===== src/rtl/imem_pkg.sv =====
// Shared types and helpers for the synchronous instruction memory.
// State enum, default geometry and the byte-address legality check.
package imem_pkg;

  typedef enum logic {
    INIT  = 1'b0,
    READY = 1'b1
  } imem_state_e;

  localparam int unsigned DEF_DEPTH = 128;
  localparam int unsigned DEF_IDX_W = $clog2(DEF_DEPTH);

  // Word index width for a given depth.
  function automatic int unsigned idx_w(
    input int unsigned depth
  );
    return $clog2(depth);
  endfunction

  // Legal = word aligned and inside the array.
  function automatic logic addr_legal(
    input logic [63:0] addr,
    input int unsigned depth
  );
    logic [63:0] lim;
    lim = 64'(depth) * 64'd4;
    return (addr[1:0] == 2'b00) && (addr < lim);
  endfunction

endpackage


===== src/rtl/imem_ram_1r1w.sv =====
// DEPTH x DATA_WIDTH array, one synchronous read port, one write port.
// Ports: clk, rd_en/rd_idx -> rd_data (registered), wr_en/wr_idx/wr_data.
module imem_ram_1r1w #(
  parameter int unsigned DATA_WIDTH = 32,
  parameter int unsigned DEPTH      = 128,
  parameter int unsigned IDX_W      = 7
) (
  input  logic                  clk,
  input  logic                  rd_en,
  input  logic [IDX_W-1:0]      rd_idx,
  output logic [DATA_WIDTH-1:0] rd_data,
  input  logic                  wr_en,
  input  logic [IDX_W-1:0]      wr_idx,
  input  logic [DATA_WIDTH-1:0] wr_data
);

  logic [DATA_WIDTH-1:0] mem_q [DEPTH];
  logic [DATA_WIDTH-1:0] rd_data_q;

  // Read samples the array before this edge's write lands,
  // giving read-before-write on a same-index collision.
  always_ff @(posedge clk) begin
    if (rd_en) begin
      rd_data_q <= mem_q[rd_idx];
    end
    if (wr_en) begin
      mem_q[wr_idx] <= wr_data;
    end
  end

  assign rd_data = rd_data_q;

endmodule


===== src/rtl/instruction_memory_sync.sv =====
// Synchronous-read instruction memory with self-fill after reset.
// Ports: Clk, Reset (async high), Address/ReadEn fetch, WriteEn/
// WriteAddress/WriteData load, Instruction/InstrValid/AddrError, Busy.
module instruction_memory_sync
  import imem_pkg::*;
#(
  parameter int unsigned DATA_WIDTH = 32,
  parameter int unsigned ADDR_WIDTH = 32,
  parameter int unsigned DEPTH      = 128,
  parameter int unsigned INIT_MULT  = 3
) (
  input  logic                  Clk,
  input  logic                  Reset,
  input  logic [ADDR_WIDTH-1:0] Address,
  input  logic                  ReadEn,
  input  logic                  WriteEn,
  input  logic [ADDR_WIDTH-1:0] WriteAddress,
  input  logic [DATA_WIDTH-1:0] WriteData,
  output logic [DATA_WIDTH-1:0] Instruction,
  output logic                  InstrValid,
  output logic                  AddrError,
  output logic                  Busy
);

  localparam int unsigned IDX_W = idx_w(DEPTH);

  imem_state_e state_q, state_d;
  logic [IDX_W-1:0] cnt_q, cnt_d;
  logic valid_q, valid_d;
  logic err_q, err_d;
  logic zero_q, zero_d;

  logic rd_ok, wr_ok;
  logic ram_re, ram_we;
  logic [IDX_W-1:0] ram_widx;
  logic [DATA_WIDTH-1:0] ram_wdata;
  logic [DATA_WIDTH-1:0] ram_rdata;

  assign rd_ok = addr_legal(64'(Address), DEPTH);
  assign wr_ok = addr_legal(64'(WriteAddress), DEPTH);

  always_comb begin
    state_d   = state_q;
    cnt_d     = cnt_q;
    valid_d   = 1'b0;
    err_d     = err_q;
    zero_d    = zero_q;
    ram_re    = 1'b0;
    ram_we    = 1'b0;
    ram_widx  = WriteAddress[IDX_W+1:2];
    ram_wdata = WriteData;
    unique case (state_q)
      INIT: begin
        // Fill path owns the write port; requests are ignored.
        ram_we    = 1'b1;
        ram_widx  = cnt_q;
        ram_wdata = DATA_WIDTH'(64'(cnt_q) * 64'(INIT_MULT));
        cnt_d     = cnt_q + 1'b1;
        if (cnt_q == IDX_W'(DEPTH - 1)) begin
          state_d = READY;
        end
      end
      READY: begin
        if (ReadEn) begin
          valid_d = 1'b1;
          err_d   = ~rd_ok;
          zero_d  = ~rd_ok;
          ram_re  = rd_ok;
        end
        ram_we = WriteEn & wr_ok;
      end
      default: state_d = INIT;
    endcase
  end

  always_ff @(posedge Clk or posedge Reset) begin
    if (Reset) begin
      state_q <= INIT;
      cnt_q   <= '0;
      valid_q <= 1'b0;
      err_q   <= 1'b0;
      zero_q  <= 1'b1;
    end else begin
      state_q <= state_d;
      cnt_q   <= cnt_d;
      valid_q <= valid_d;
      err_q   <= err_d;
      zero_q  <= zero_d;
    end
  end

  imem_ram_1r1w #(
    .DATA_WIDTH (DATA_WIDTH),
    .DEPTH      (DEPTH),
    .IDX_W      (IDX_W)
  ) u_ram (
    .clk     (Clk),
    .rd_en   (ram_re),
    .rd_idx  (Address[IDX_W+1:2]),
    .rd_data (ram_rdata),
    .wr_en   (ram_we),
    .wr_idx  (ram_widx),
    .wr_data (ram_wdata)
  );

  // The RAM read register only moves on legal fetches, so it holds
  // by itself; zero_q masks it after reset or an illegal fetch.
  assign Instruction = zero_q ? '0 : ram_rdata;
  assign InstrValid  = valid_q;
  assign AddrError   = err_q;
  assign Busy        = (state_q == INIT);

endmodule


===== config.mk =====
export PLATFORM = sky130hd
export DESIGN_NAME = instruction_memory_sync
export DESIGN_NICKNAME = d
export VERILOG_FILES = /design/src/rtl/imem_pkg.sv /design/src/rtl/imem_ram_1r1w.sv /design/src/rtl/instruction_memory_sync.sv
export SDC_FILE = /design/constraint.sdc
export NUM_CORES = 2
export LEC_CHECK = 0
export ABC_AREA = 1
export BUFFER_PORTS_ARGS = -buffer_cell sky130_fd_sc_hd__buf_2
export CAP_MARGIN = 20
export CORE_ASPECT_RATIO = 1.75
export CORE_MARGIN = 2
export CORE_UTILIZATION = 55
export CTS_CLUSTER_DIAMETER = 30
export DETAILED_ROUTE_END_ITERATION = 10
export PLACE_DENSITY_LB_ADDON = 0.15
export SKIP_CTS_REPAIR_TIMING = 1
export SLEW_MARGIN = 0
export SYNTH_ARGS = -nofsm -noshare
export SYNTH_HDL_FRONTEND = slang
export SYNTH_SLANG_ARGS = --single-unit

===== constraint.sdc =====
create_clock -name Clk -period 20.4 [get_ports Clk]
set_input_delay 3.06 -clock Clk [delete_from_list [all_inputs] [get_ports Clk]]
set_output_delay 3.06 -clock Clk [all_outputs]
set_load 0.01 [all_outputs]

==> run metrics <==
status finished clean; Vias between 100k and 150k; RSZ-0062 raised after global routing false; Critical path origin Address[2]; Tot GR Track Use 33.8%; initial antenna violation count 32; synthesis-to-finish area growth 13.4%; cells after synthesis 13.7k; drt via density ~6.2; largest net degree at the start of global routing 261; H-tree Lvls 6; RR Startpoint state_q; WHS Path Cells 1; Tmin final 8.34 ns; Pre-Repair DR Iteration Count 7; Slew Limit Fails 0; post-DP HPWL 283000 um; FMAX 120 MHz; Initial Utilization 55.2%; critical path type input port to flip-flop; die area 0.307 mm^2; Sum Neg Setup Slack 0 ns; core area 0.301 mm^2; Clk Latency, worst-skew pair 0.93 ns; DRT Wirelength 525000 um; drt drc 0; Hold Path Class flip-flop to flip-flop; Rows 267; Port Buffers 134; Hold WS between 0.4 and 0.5 ns; CTS buffer count 522; wire per inst 28.9 um; Die Ht 731 um; Longest Clk Path Bufs 4; nets around 14k; grt ovf 0; maximum fanout along the worst path 260; vias in the first global route about 110k; Pwr Density 103 mW/mm^2; syn avg cell area 12.2 um^2; global-route wire length before repair 751000 um; r2r worst-path depth 9; worst hold endpoint cnt_q[0]; area of the multi-input gates 0.0383 mm^2; measured slew at the worst slew-check pin between 1 and 1.5 ns; Worst Skew 0.0421 ns; CP endpoint kind flip-flop; number of clock sinks 4139; post-synthesis register bit count approximately 4.1k; yosys warns 0; Crit Reg-Reg Endpoint u_ram.mem_q[34][0]; Worst Setup Start Kind input port; fill count ~23k; Mapped Nets 13.8k; CTS tree built; required time of the critical path ~21 ns; crit share post-route 40.9%; Netlist cell types 33; Setup Viol. Count Final 0; Worst-path clk slew ~0.06 ns; Max-Cap Viols 0; Slew headroom about 8.9%; FF+latch area 0.124 mm^2; worst path arrival time 9.12 ns; CTS Root Cell clkbuf_16; Top Ports 135; reg2reg setup slack ~16 ns; LEAKAGE 0.0642 uW; Hold Crit Start cnt_q[0]; die span in x approximately 420 um; VDD IR-drop max 0.0877 mV; sequential-to-total area share from yosys stat 74.7%; Syn Std Cell Area 0.166 mm^2; share of cells above drive strength 1 10.1%; Final Hold Vio Count 0; DRT iter0 DRCs 16.0k; gpl congestion 0.915; antenna-violating nets left 0
[report_power, final]
group	switching (uW)	internal [uW]	total, uW	leakage, uW
Combinational	705	237	942	0.0256
Sequential	0	9210	9210	0.0301
Clock	3640	5640	9280	0.00847
Total	4350	15100	19400	0.0642
[layout make-up]
class	count	share of cell area, %
clock inverter	354	2.06
timing repair buffer	408	1.60
clock buffer	582	7.24
sequential	4139	65.9
inverter	96	0.246
antenna	24	0.0318
tap	4035	2.68
multi-input combinational	8499	20.3
[cell families (layout without fill, tap and decap cells)]
kind of cell             count (synthesis)  in the layout  share of synthesized area (%)
other                                    0             24                              0
flip-flops                            4139           4139                           74.7
adder cells (fa/ha/maj)                  9              9                         0.0722
XOR/XNOR                                 7              7                         0.0369
AO/OA/AOI/OAI                           20             20                         0.0685
buffers and inverters                 1014           1440                           2.92
AND/OR/NAND/NOR                       8463           8463                           22.2
[state kept, by name (all words and copies together), names as in the netlist]
signal and count:
u_ram.mem_q 4096, u_ram.rd_data 32, state_q 1, zero_q 1
InstrValid 1, AddrError 1, cnt_q 7
[per-layer routing]
metal / global-route usage (%) / up-vias / share of wire, % / wire (um)
li1: - / 48866 / - / -
met1: 42.0 / 55880 / 35 / 182000
met4: 22.9 / 4 / 7.7 / 40200
met2: 54.1 / 7213 / 48 / 250000
met5: 0 / - / 0.0051 / 27
met3: 5.86 / 1364 / 10 / 52600
[worst max path at each step]
stage                              to  slack, ns  cells past startpoint
CTS                 u_ram.rd_data[11]      12.48                     14
detailed placement  u_ram.rd_data[11]      11.52                     14
global placement    u_ram.rd_data[11]      11.62                     14
floorplan           u_ram.mem_q[0][6]      12.89                      8
global route        u_ram.rd_data[11]      11.96                     14
finish              u_ram.rd_data[11]      12.06                     14
[critical path: stages]
cell and delay (ns):
buf_12 0.17, inv_16 0.46, buf_12 0.79, buf_12 0.66, buf_4 0.87, buf_4 0.98, nand2_1 0.14, nand3_1 0.12
nand3_1 0.10, nand3_1 0.10, nand3_1 0.25, nand3_1 0.17, nand3_1 0.25, nand2_1 0.17
[cells in the mapped netlist (all sizes together)]
cell	n	area (um^2)
nand3	4038	20200
nor3	4	20.0
ha	8	100
dfstp	1	26.3
a21oi	6	30.0
o21ai	13	76.3
o211ai	1	7.51
nand2b	1	6.26
dfrtp	10	250
inv	96	363
nand2	4209	15800
xor2	5	43.8
clkbuf	155	582
nor4	9	62.6
nor2	195	734
buf	763	3910
edfxtp	4128	124000
nand4	2	12.5
xnor2	2	17.5
or2	5	31.3
fa	1	20.0
[stage by stage]
step	power, uW	cells	area [um^2]	setup WS [ns]	util (%)
after CTS	19500	18111	188000	12.48	62.6
after floorplan	9970	13652	166000	12.89	-
after global routing	19900	18128	189000	11.96	62.6
after detailed placement	10300	17175	171000	11.52	56.7
final	19400	18137	189000	12.06	62.6
after global placement	10300	17175	171000	11.62	56.7
[cell usage in the layout (no fill, tap or decap), types with 3 or more instances in the layout]
cell type / n
clkbuf_16: 539
edfxtp_1: 4128
inv_16: 4
bufinv_16: 60
buf_8: 3
or2_0: 3
nor3_1: 3
clkinv_2: 70
nor2_1: 67
inv_8: 11
buf_12: 17
dfrtp_1: 9
clkinv_1: 59
diode_2: 24
nand3_1: 4038
buf_4: 256
o21ai_0: 5
nand2_4: 7
nor2_4: 128
nand2_1: 4198
ha_1: 8
buf_2: 129
o21ai_1: 3
nand2_2: 4
o21ai_4: 5
inv_4: 24
clkbuf_1: 43
clkinvlp_4: 50
nor4_1: 8
clkinv_8: 10
xor2_1: 5
inv_6: 57
inv_1: 66
clkinv_4: 37
a21oi_1: 5
Note: power is estimated with default switching activity, not from simulation.
